===== config.mk =====
export PLATFORM = sky130hd
export DESIGN_NAME = mem_port_arbiter
export DESIGN_NICKNAME = d
export VERILOG_FILES = /design/src/rtl/mem_port_arbiter_pkg.sv /design/src/rtl/mem_port_arbiter_sat_counter.sv /design/src/rtl/mem_port_arbiter.sv
export SDC_FILE = /design/constraint.sdc
export NUM_CORES = 1
export LEC_CHECK = 0
export CORE_MARGIN = 3
export CORE_UTILIZATION = 43
export DETAILED_ROUTE_END_ITERATION = 8
export PLACE_DENSITY = 0.84
export SLEW_MARGIN = 20
export SYNTH_ARGS = -nofsm -noshare
export SYNTH_HDL_FRONTEND = slang
export SYNTH_HIERARCHICAL = 1
export SYNTH_SLANG_ARGS = --single-unit

===== constraint.sdc =====
create_clock -name clk -period 4.7 [get_ports clk]
set_input_delay 0.705 -clock clk [delete_from_list [all_inputs] [get_ports clk]]
set_output_delay 0.705 -clock clk [all_outputs]
set_load 0.01 [all_outputs]

===== src/rtl/mem_port_arbiter_pkg.sv =====
// Shared definitions for the unified instruction/data memory port arbiter.
// Contents:
//   WORD_W          - data/address word width
//   STARVE_MAX_DEF  - default number of data grants a waiting fetch may lose in a row
//   STARVE_W        - width of the starvation counter (holds 0..15)
//   arb_state_e     - arbiter FSM state encoding
package mem_port_arbiter_pkg;

    localparam int WORD_W         = 32;
    localparam int STARVE_MAX_DEF = 4;
    localparam int STARVE_W       = 4;

    typedef enum logic [1:0] {
        IDLE   = 2'd0,
        BUSY_I = 2'd1,
        BUSY_D = 2'd2
    } arb_state_e;

endpackage


===== src/rtl/mem_port_arbiter_sat_counter.sv =====
// Saturating up-counter with synchronous clear.
// Ports:
//   clk   - clock
//   rst   - synchronous active-high reset (count -> 0)
//   clr_i - clear to 0 (takes precedence over inc_i)
//   inc_i - increment by one, stopping at MAX
//   cnt_o - current count
module mem_port_arbiter_sat_counter #(
    parameter int W   = 4,
    parameter int MAX = 4
) (
    input  logic         clk,
    input  logic         rst,
    input  logic         clr_i,
    input  logic         inc_i,
    output logic [W-1:0] cnt_o
);

    localparam logic [W-1:0] MAX_V = W'(MAX);

    logic [W-1:0] cnt_q, cnt_d;

    // NOTE: every signal assigned in an always_comb gets a default first, so no path leaves it unassigned and no latch is inferred.
    always_comb begin
        cnt_d = cnt_q;
        if (clr_i) begin
            cnt_d = '0;
        end else if (inc_i && (cnt_q < MAX_V)) begin
            cnt_d = cnt_q + W'(1);
        end
    end

    // NOTE: sequential state is written with non-blocking assignments so all registers update together from pre-edge values.
    always_ff @(posedge clk) begin
        if (rst) begin
            cnt_q <= '0;
        end else begin
            cnt_q <= cnt_d;
        end
    end

    assign cnt_o = cnt_q;

endmodule


===== src/rtl/mem_port_arbiter.sv =====
// Arbiter sharing one single-ported unified memory between instruction fetch
// and the data (load/store) stage. One access in flight at a time; data has
// priority, but after STARVE_MAX consecutive data grants against a waiting
// fetch, the fetch is granted next.
// Ports:
//   clk, rst                          - clock, synchronous active-high reset
//   if_req/if_addr/if_cancel          - fetch request, address, discard
//   if_rdata/if_ready                 - fetched word and one-cycle completion pulse
//   d_req/d_we/d_addr/d_wdata         - data request, store flag, address, store data
//   d_rdata/d_ready                   - load word and one-cycle completion pulse
//   mem_req/mem_we/mem_addr/mem_wdata - memory access, held until mem_ack
//   mem_rdata/mem_ack                 - memory read data and completion
module mem_port_arbiter
    import mem_port_arbiter_pkg::*;
#(
    parameter int STARVE_MAX = STARVE_MAX_DEF
) (
    input  logic              clk,
    input  logic              rst,
    input  logic              if_req,
    input  logic [WORD_W-1:0] if_addr,
    input  logic              if_cancel,
    output logic [WORD_W-1:0] if_rdata,
    output logic              if_ready,
    input  logic              d_req,
    input  logic              d_we,
    input  logic [WORD_W-1:0] d_addr,
    input  logic [WORD_W-1:0] d_wdata,
    output logic [WORD_W-1:0] d_rdata,
    output logic              d_ready,
    output logic              mem_req,
    output logic              mem_we,
    output logic [WORD_W-1:0] mem_addr,
    output logic [WORD_W-1:0] mem_wdata,
    input  logic [WORD_W-1:0] mem_rdata,
    input  logic              mem_ack
);

    localparam logic [STARVE_W-1:0] STARVE_LIM = STARVE_W'(STARVE_MAX);

    arb_state_e          state_q, state_d;
    logic                mem_req_q, mem_req_d;
    logic                mem_we_q, mem_we_d;
    logic [WORD_W-1:0]   mem_addr_q, mem_addr_d;
    logic [WORD_W-1:0]   mem_wdata_q, mem_wdata_d;
    logic [WORD_W-1:0]   if_rdata_q, if_rdata_d;
    logic [WORD_W-1:0]   d_rdata_q, d_rdata_d;
    logic                if_ready_q, if_ready_d;
    logic                d_ready_q, d_ready_d;
    logic                cancel_pend_q, cancel_pend_d;
    logic [STARVE_W-1:0] starve_cnt;

    logic i_ok, d_ok, grant_i, grant_d;

    // A requester is ineligible in its own ready cycle: its request line is
    // still high there but already answered.
    assign i_ok    = if_req & ~if_cancel & ~if_ready_q;
    assign d_ok    = d_req & ~d_ready_q;
    assign grant_d = (state_q == IDLE) && d_ok && (!i_ok || (starve_cnt < STARVE_LIM));
    assign grant_i = (state_q == IDLE) && !grant_d && i_ok;

    // Counts data grants that overtook a waiting fetch.
    mem_port_arbiter_sat_counter #(
        .W   (STARVE_W),
        .MAX (STARVE_MAX)
    ) u_starve_cnt (
        .clk   (clk),
        .rst   (rst),
        .clr_i (grant_i),
        .inc_i (grant_d & i_ok),
        .cnt_o (starve_cnt)
    );

    // State register
    always_ff @(posedge clk) begin
        if (rst) begin
            state_q <= IDLE;
        end else begin
            state_q <= state_d;
        end
    end

    // Next-state logic
    always_comb begin
        state_d = state_q;
        case (state_q)
            IDLE: begin
                if (grant_d) begin
                    state_d = BUSY_D;
                end else if (grant_i) begin
                    state_d = BUSY_I;
                end
            end
            BUSY_I, BUSY_D: begin
                if (mem_ack) begin
                    state_d = IDLE;
                end
            end
            default: state_d = IDLE;
        endcase
    end

    // Output / datapath next values
    always_comb begin
        mem_req_d     = mem_req_q;
        mem_we_d      = mem_we_q;
        mem_addr_d    = mem_addr_q;
        mem_wdata_d   = mem_wdata_q;
        if_rdata_d    = if_rdata_q;
        d_rdata_d     = d_rdata_q;
        if_ready_d    = 1'b0;
        d_ready_d     = 1'b0;
        cancel_pend_d = cancel_pend_q;
        case (state_q)
            IDLE: begin
                // A stray mem_ack here (e.g. after a mid-access reset) is ignored.
                if (grant_d) begin
                    mem_req_d   = 1'b1;
                    mem_we_d    = d_we;
                    mem_addr_d  = d_addr;
                    mem_wdata_d = d_wdata;
                end else if (grant_i) begin
                    mem_req_d   = 1'b1;
                    mem_we_d    = 1'b0;
                    mem_addr_d  = if_addr;
                    mem_wdata_d = '0;
                end
            end
            BUSY_I: begin
                if (mem_ack) begin
                    mem_req_d     = 1'b0;
                    mem_we_d      = 1'b0;
                    cancel_pend_d = 1'b0;
                    // A fetch cancelled at any point of its access is dropped silently.
                    if (!cancel_pend_q && !if_cancel) begin
                        if_rdata_d = mem_rdata;
                        if_ready_d = 1'b1;
                    end
                end else if (if_cancel) begin
                    cancel_pend_d = 1'b1;
                end
            end
            BUSY_D: begin
                if (mem_ack) begin
                    mem_req_d = 1'b0;
                    mem_we_d  = 1'b0;
                    d_rdata_d = mem_rdata;
                    d_ready_d = 1'b1;
                end
            end
            default: ;
        endcase
    end

    // NOTE: datapath registers are reset too, since outputs must read as zero after reset, not just the control bits.
    always_ff @(posedge clk) begin
        if (rst) begin
            mem_req_q     <= 1'b0;
            mem_we_q      <= 1'b0;
            mem_addr_q    <= '0;
            mem_wdata_q   <= '0;
            if_rdata_q    <= '0;
            d_rdata_q     <= '0;
            if_ready_q    <= 1'b0;
            d_ready_q     <= 1'b0;
            cancel_pend_q <= 1'b0;
        end else begin
            mem_req_q     <= mem_req_d;
            mem_we_q      <= mem_we_d;
            mem_addr_q    <= mem_addr_d;
            mem_wdata_q   <= mem_wdata_d;
            if_rdata_q    <= if_rdata_d;
            d_rdata_q     <= d_rdata_d;
            if_ready_q    <= if_ready_d;
            d_ready_q     <= d_ready_d;
            cancel_pend_q <= cancel_pend_d;
        end
    end

    assign mem_req   = mem_req_q;
    assign mem_we    = mem_we_q;
    assign mem_addr  = mem_addr_q;
    assign mem_wdata = mem_wdata_q;
    assign if_rdata  = if_rdata_q;
    assign d_rdata   = d_rdata_q;
    assign if_ready  = if_ready_q;
    assign d_ready   = d_ready_q;

endmodule

==> results of run 1 <==
synth_stat cells, drive strengths merged:
cell / count
ha: 4
nor4bb: 2
inv: 37
a32o: 1
nor3b: 7
buf: 24
dfxtp: 139
or3b: 1
nand2b: 2
nand3: 1
nand4: 2
a211oi: 3
nor2: 3
a31oi: 35
a211o: 2
and2: 2
a311o: 1
or4b: 1
o21ai: 1
or2: 1
a21oi: 65
clkbuf: 25
nor3: 2
o2bb2ai: 1
o221a: 32
nand2: 133
mux2: 2
nor2b: 2
nand4bb: 1
a22o: 32
nand3b: 2
power by group:
part,switching [mW],internal [mW]
logic,0.234,0.313
registers,0.0456,1.26
clock network,0.496,0.963
stage by stage:
step / hold WS, ps / cells / cell area (µm²)
2_1_floorplan: 446 / 566 / 5220
3_3_place_gp: 441 / 931 / 7900
3_5_place_dp: 447 / 933 / 7930
4_1_cts: 455 / 964 / 8580
5_1_grt: 478 / 965 / 8590
6_report: 452 / 965 / 8590
logic make-up after synthesis:
family,Yosys count,synth area share
AND/OR/NAND/NOR,162,0.136
AO/OA/AOI/OAI,173,0.244
flip-flops,139,0.534
adder cells (fa/ha/maj),4,0.00960
buffers and inverters,86,0.0720
multiplexers,2,0.00432
metal layers:
metal  vias to the layer above  global-route usage  share of wire
li1                       2476                   -              -
met5                         -                   0              0
met3                        32               0.101          0.097
met2                       236               0.422           0.49
met1                      2387               0.275           0.39
met4                         0               0.107          0.023
sequential cells by signal, summed over array words and instances (netlist names):
signal / flops
mem_req: 1
cancel_pend_q: 1
d_ready: 1
if_rdata: 32
state_q: 2
if_ready: 1
mem_wdata: 32
u_starve_cnt/cnt_o: 4
d_rdata: 32
mem_we: 1
mem_addr: 32
final cells by class:
type | instances | area [µm²] | share of cell area
tap | 143 | 179 | 0.0208
inverter | 37 | 139 | 0.0162
timing repair buffer | 274 | 2740 | 0.319
multi-input combinational | 341 | 2100 | 0.245
clock buffer | 19 | 453 | 0.0527
clock inverter | 12 | 195 | 0.0227
sequential | 139 | 2780 | 0.324
worst max-delay path: stages:
cell             delay (ps)
clkdlybuf4s50_1         560
nor3b_1                 470
a211o_1                 890
o221a_2                 360
path summary, 6_finish.rpt:
kind                           endpoint  slack [ps]  cells after the start
min reg2reg   if_rdata[19]$_SDFFE_PP0P_         450                      2
min           if_rdata[19]$_SDFFE_PP0P_         450                      2
max           mem_addr[23]$_SDFFE_PP0P_        2050                      4
max reg2reg  mem_wdata[31]$_SDFFE_PP0P_        2320                      7
==> impl_metrics.ini, run 1 <==
[run_status]
status = completed

[grt]
grt_pass1_wl_mm = 26.2
grtUsageTotal = 0.248
grt_start_max_net_pins = 111
overflow = 0
grt_antenna_before_repair = 0
first_global_vias = 5136

[critical_path]
worstPathMaxFanout = 32
cp-end-kind = flop
start_kind = input port
critPathArrivalTime_ps = 3000
startpoint = if_cancel
r2r_start = state_q[0]$_SDFFE_PP0P_
cp.required_ps = 5050
critPathKind = in -> reg

[timing]
setup_violations = 0
skew_ps = 7.93
fin_ws_ps = 2050
drv_slew = 0
worst_slew_pin_slew_ps = 1040
fin_crit_ps = 2650
rsz0062_at_grt = no
maxSlewHeadroom = 0.308
layout_worst_path_cycle_share = 0.565
max_freq_mhz = 377
hold_viol = 0
fin_setup_tns_ps = 0

[synthesis]
synth_largest_area_cell = dfxtp_1
synth_fp_nets = 705
ys_warn_count = 6
ys_types = 36
synthCells = 566
syn_area_mm2 = 0.00522
ys_seq_elements = 139
synth_area_leaders = dfxtp_1, nand2_1, a21oi_1
synth_top_area_share = 0.534
avgSynthCellArea_um2 = 9.21
yosysSeqAreaShare = 0.534

[routing]
viasPerCell = 5.32
detail-route-antenna-nets = 0
wl_per_cell_um = 17.9
via_count = 5131
drc_errors = 0
firstDrtPassIters = 5
routed_wl_mm = 17.3
drt_iter0_drc = 536

[cts]
cts-root-buf = clkbuf_16
postCtsSetupBuffers = 0
clkTransAtPathRegs_ps = 60
cts_max_path_buffers = 2
cts_buffers = 17
cts.sinks = 139
insertion_delay_ps = 410
cts_tree = yes
ctsHoldBuffers = 0
h-tree-depth = 4
ctsResizeCount = 0

[worst_hold_path]
hold_path.class = reg -> reg
min_from = if_rdata[19]$_SDFFE_PP0P_

[die]
fp.dieH_um = 116
die_w_um = 116
num_rows = 39
start_util = 0.449
core_mm2 = 0.0116
die_area_mm2 = 0.0135
io_pins = 267

[power_and_ir_drop]
power_mw = 3.31
vdd_ir_drop_max_mv = 0.239
p_leak_nw = 3.24
p_per_area_mw_per_mm2 = 385

[finish]
final_common_cell = clkdlybuf4s50_1
diodes = 0
final_core_util = 0.740
area_growth_pct = 64.8
drive_above_1_share = 0.0876
nFillCells = 817
layout_common_cells = clkdlybuf4s50_1, dfxtp_1, nand2_1
fin_nets = 949

[placement]
io_buffers = 266
dp_hpwl_mm = 12.3
pre_cts_slack_ps = 1610
place_congestion = 0.828

[flow_run]
max_cap_viol_count = 0
No activity file was read; power rests on OpenSTA's default activity.
==> run 2, diff against run 1 <==
- CORE_UTILIZATION: 43 -> 36
- PLACE_DENSITY: 0.84 -> 0.75
- clock period: 4.7 -> 2.1 ns (I/O delays scaled with it)
==> impl_metrics.ini, run 2 (synthesis gave the netlist of run 1 again) <==
[run_status]
status = completed

[placement]
pre_cts_slack_ps = -255
io_buffers = 266
place_inst = 985
place_congestion = 0.897
dp_hpwl_mm = 11.9

[finish]
nFillCells = 1143
fin_nets = 966
diodes = 0
area_growth_pct = 67.6
drive_above_1_share = 0.101
final_common_cell = clkdlybuf4s50_1
final_cells = 1019
layout_common_cells = clkdlybuf4s50_1, dfxtp_1, nand2_1

[cts]
cts_buffers = 17
cts-root-buf = clkbuf_16
insertion_delay_ps = 410
cts_tree = yes
cts_max_path_buffers = 2
ctsHoldBuffers = 0
h-tree-depth = 4
clkTransAtPathRegs_ps = 60
cts.sinks = 139

[timing]
layout_worst_path_cycle_share = 0.915
fin_ws_ps = 178
fin_crit_ps = 1920
maxSlewHeadroom = 0.497
fin_setup_tns_ps = 0
rsz0062_at_grt = no
max_freq_mhz = 520
worst_slew_pin_slew_ps = 754
skew_ps = 7.68
hold_viol = 0
setup_violations = 0
drv_slew = 0

[die]
core_mm2 = 0.0140
start_util = 0.371
die_area_mm2 = 0.0160
fp.dieH_um = 126
num_rows = 43
io_pins = 267
die_w_um = 126

[routing]
drt_iter0_drc = 250
detail-route-antenna-nets = 0
routed_wl_mm = 17.0
wl_per_cell_um = 16.7
firstDrtPassIters = 5
viasPerCell = 5.06
drc_errors = 0
via_count = 5160

[critical_path]
cp.required_ps = 2440
cp-end-kind = flop
crit_chain = inv_1, ha_2, nor4bb_4, buf_4, nor3b_4, a22o_1
start_kind = flop
crit_buf_inv = 2
critPathKind = reg -> reg
worstPathMaxFanout = 16
slowest_stage = nor3b_4
cpPeakStageDelay_ps = 620
cp_top_family = simple AND/OR/NAND/NOR gates
critPathArrivalTime_ps = 2270

[power_and_ir_drop]
power_mw = 7.12
p_leak_nw = 3.30
vdd_ir_drop_max_mv = 0.438
p_per_area_mw_per_mm2 = 814

[grt]
grt_pass1_wl_mm = 26.5
grtUsageTotal = 0.206
overflow = 0
first_global_vias = 5040
grt_start_max_net_pins = 110
grt_antenna_before_repair = 1

[worst_hold_path]
hold_path.class = in -> reg

[flow_run]
max_cap_viol_count = 0
-- run 2: cell types whose count changed in the layout (fill, tap and decap cells not counted), moves of 3 or more --
| cell | before | now |
|---|---|---|
| buf_12 | 0 | 4 |
| buf_4 | 5 | 21 |
| clkinvlp_4 | 4 | 1 |
| bufinv_16 | 5 | 2 |
| clkbuf_1 | 0 | 4 |
-- run 2: metal layers --
layer | part of all wire | vias up | GRT usage
li1 | - | 2508 | -
met1 | 0.41 | 2392 | 0.245
met2 | 0.49 | 225 | 0.341
met3 | 0.078 | 33 | 0.0728
met4 | 0.024 | 2 | 0.0833
met5 | 0.00076 | - | 0
-- run 2: repair_timing --
item	4_1_cts	5_1_grt
buffers inserted	0	2
resized for setup	0	1
pin swaps	2	2
endpoints found under the setup margin	32	32
gates cloned	1	0
-- run 2: cell type report --
| cell class | instances | area (µm²) | share of cell area |
|---|---|---|---|
| tap | 180 | 225 | 0.0258 |
| timing repair buffer | 290 | 2890 | 0.331 |
| clock inverter | 6 | 86.3 | 0.00988 |
| sequential | 139 | 2780 | 0.318 |
| inverter | 37 | 139 | 0.0159 |
| clock buffer | 25 | 495 | 0.0567 |
| multi-input combinational | 342 | 2120 | 0.243 |
-- run 2: tightest hold or removal path, cell delays in order --
cell     delay, ps
buf_4          140
nor3b_4        120
a22o_1         220
-- run 2: through the flow --
stage                     area [µm²]   util  hold WS (ps)
after detailed placement        8120  0.578           446
after global routing            8740  0.622           445
after global placement          8120  0.578           441
after floorplan                 5220      -           391
after CTS                       8720  0.621           429
final                           8740  0.622           438
-- run 2: final timing paths --
| kind | start | slack, ps | end | cells after the start |
|---|---|---|---|---|
| min | rst | 440 | mem_wdata[16]$_SDFFE_PP0P_ | 3 |
| max | state_q[1]$_SDFFE_PP0P_ | 180 | mem_wdata[20]$_SDFFE_PP0P_ | 6 |
| max reg2reg | state_q[1]$_SDFFE_PP0P_ | 180 | mem_wdata[20]$_SDFFE_PP0P_ | 6 |
| min reg2reg | if_rdata[11]$_SDFFE_PP0P_ | 450 | if_rdata[11]$_SDFFE_PP0P_ | 2 |
-- run 2: report_power, final --
part | internal (mW) | switching, mW | leakage [nW]
combinational | 0.743 | 0.537 | 1.88
sequential | 2.81 | 0.0978 | 1.14
clock | 1.87 | 1.06 | 0.283
==> run 3, diff against run 2 <==
- CTS_BUF_LIST: not set -> sky130_fd_sc_hd__clkbuf_16
- SKIP_CTS_REPAIR_TIMING: not set -> 1
==> impl_metrics.ini, run 3 (synthesis gave the netlist of run 1 again) <==
[cts]
cts_buffers = 17
cts-root-buf = clkbuf_16
cts_tree = yes
cts_max_path_buffers = 2
cts.sinks = 139
insertion_delay_ps = 410
clkTransAtPathRegs_ps = 60
h-tree-depth = 4

[timing]
worst_slew_pin_slew_ps = 552
layout_worst_path_cycle_share = 0.919
drv_slew = 0
setup_violations = 0
max_freq_mhz = 518
skew_ps = 8.49
maxSlewHeadroom = 0.632
fin_crit_ps = 1930
rsz0062_at_grt = no
hold_viol = 0

[critical_path]
startpoint = state_q[1]$_SDFFE_PP0P_
reg2regPathDepth = 7
cp.required_ps = 2400
cp-end-kind = flop
start_kind = flop
r2r_start = state_q[1]$_SDFFE_PP0P_
critPathArrivalTime_ps = 2230
r2r_end = u_starve_cnt/cnt_o[0]$_SDFFE_PP0P_
worstPathMaxFanout = 8
critPathKind = reg -> reg
r2r_setup_slack_ps = 170

[worst_hold_path]
hold_path_depth = 3
hold_path.class = in -> reg
min_from = rst
holdPathEnd = mem_wdata[14]$_SDFFE_PP0P_

[routing]
drt_iter0_drc = 230
wl_per_cell_um = 16.5
firstDrtPassIters = 4
via_count = 5160
viasPerCell = 5.07
drc_errors = 0
detail-route-antenna-nets = 0
routed_wl_mm = 16.8

[power_and_ir_drop]
vdd_ir_drop_max_mv = 0.445
p_per_area_mw_per_mm2 = 799
p_sw_mw = 1.68
p_leak_nw = 3.29
comb_power_share = 0.183
pwr-share-seq = 0.420
clockPowerShare = 0.397
swShare = 0.243
p_int_mw = 5.25

[grt]
grt_start_max_net_pins = 110
first_global_vias = 4985
overflow = 0
grt_antenna_before_repair = 1
busiest_layer = met2
met2_usage = 0.339
grt_use_met1 = 0.238
grtUsageTotal = 0.203
grt_pass1_wl_mm = 26.2
grt_util_met3 = 0.0825

[die]
start_util = 0.371
fp.dieH_um = 126
io_pins = 267
die_w_um = 126
die_area_mm2 = 0.0160
num_rows = 43
core_mm2 = 0.0140

[finish]
diodes = 0
fin_nets = 964
area_growth_pct = 66.4
layout_common_cells = clkdlybuf4s50_1, dfxtp_1, nand2_1
final_area_mm2 = 0.00868
drive_above_1_share = 0.0932
final_cells = 1017
final_common_cell = clkdlybuf4s50_1

[run_status]
status = completed

[placement]
placed_area_mm2 = 0.00812
io_buffers = 266
place_congestion = 0.897
place_inst = 985
dp_hpwl_mm = 11.9

[flow_run]
max_cap_viol_count = 0
run 3: changes by cell type in the layout (fill, tap and decap cells not counted), sizes merged:
cell,before,now
clkbuf,25,17
clkinv,3,7
inv,37,41
buf,25,24
nor3b,8,7
run 3: power groups by stage:
stage	Sequential (mW)	Combinational, mW	Clock (mW)
5_1_grt	2.93	1.35	2.96
2_1_floorplan	3.03	0.435	0
3_3_place_gp	2.96	1.24	0
4_1_cts	2.91	1.27	2.84
3_5_place_dp	2.97	1.26	0
6_report	2.91	1.27	2.76
run 3: how the worst max path moves through the flow:
stage	to	cells past startpoint
after global placement	mem_wdata[25]$_SDFFE_PP0P_	4
after global routing	u_starve_cnt/cnt_o[0]$_SDFFE_PP0P_	7
after floorplan	u_starve_cnt/cnt_o[0]$_SDFFE_PP0P_	6
after CTS	mem_wdata[20]$_SDFFE_PP0P_	5
final	u_starve_cnt/cnt_o[0]$_SDFFE_PP0P_	7
after detailed placement	mem_wdata[20]$_SDFFE_PP0P_	4
run 3: stage by stage:
| stage | power (mW) | utilization | TNS, ps | setup slack (ps) | hold slack, ps |
|---|---|---|---|---|---|
| 2_1_floorplan | 3.47 | - | 0 | 116 | 391 |
| 3_3_place_gp | 4.20 | 0.578 | -4910 | -144 | 441 |
| 3_5_place_dp | 4.23 | 0.578 | -7950 | -255 | 446 |
| 4_1_cts | 7.02 | 0.617 | -4590 | -176 | 453 |
| 5_1_grt | 7.24 | 0.618 | 0 | 18.5 | 376 |
| 6_report | 6.94 | 0.618 | 0 | 170 | 388 |
run 3: worst max-delay path, cell delays in order (launching register included):
cell	delay, ps
dfxtp_1	320
inv_1	80
ha_1	310
nor4bb_4	380
buf_4	190
and2_1	200
nor3b_1	80
mux2_2	270
run 3: final cells by class:
| class | count | area, µm² |
|---|---|---|
| inverters | 37 | 139 |
| repair buffers | 289 | 2890 |
| fillers | 1153 | 5360 |
| well taps | 180 | 225 |
| clock buffers | 17 | 425 |
| multi-input cells | 341 | 2100 |
| clock inverters | 14 | 116 |
| flip-flops and latches | 139 | 2780 |
run 3: layer usage:
metal / part of all wire / routed length [µm]
met1: 0.41 / 6830
met2: 0.49 / 8260
met3: 0.081 / 1350
met4: 0.019 / 325
met5: 0.00077 / 13
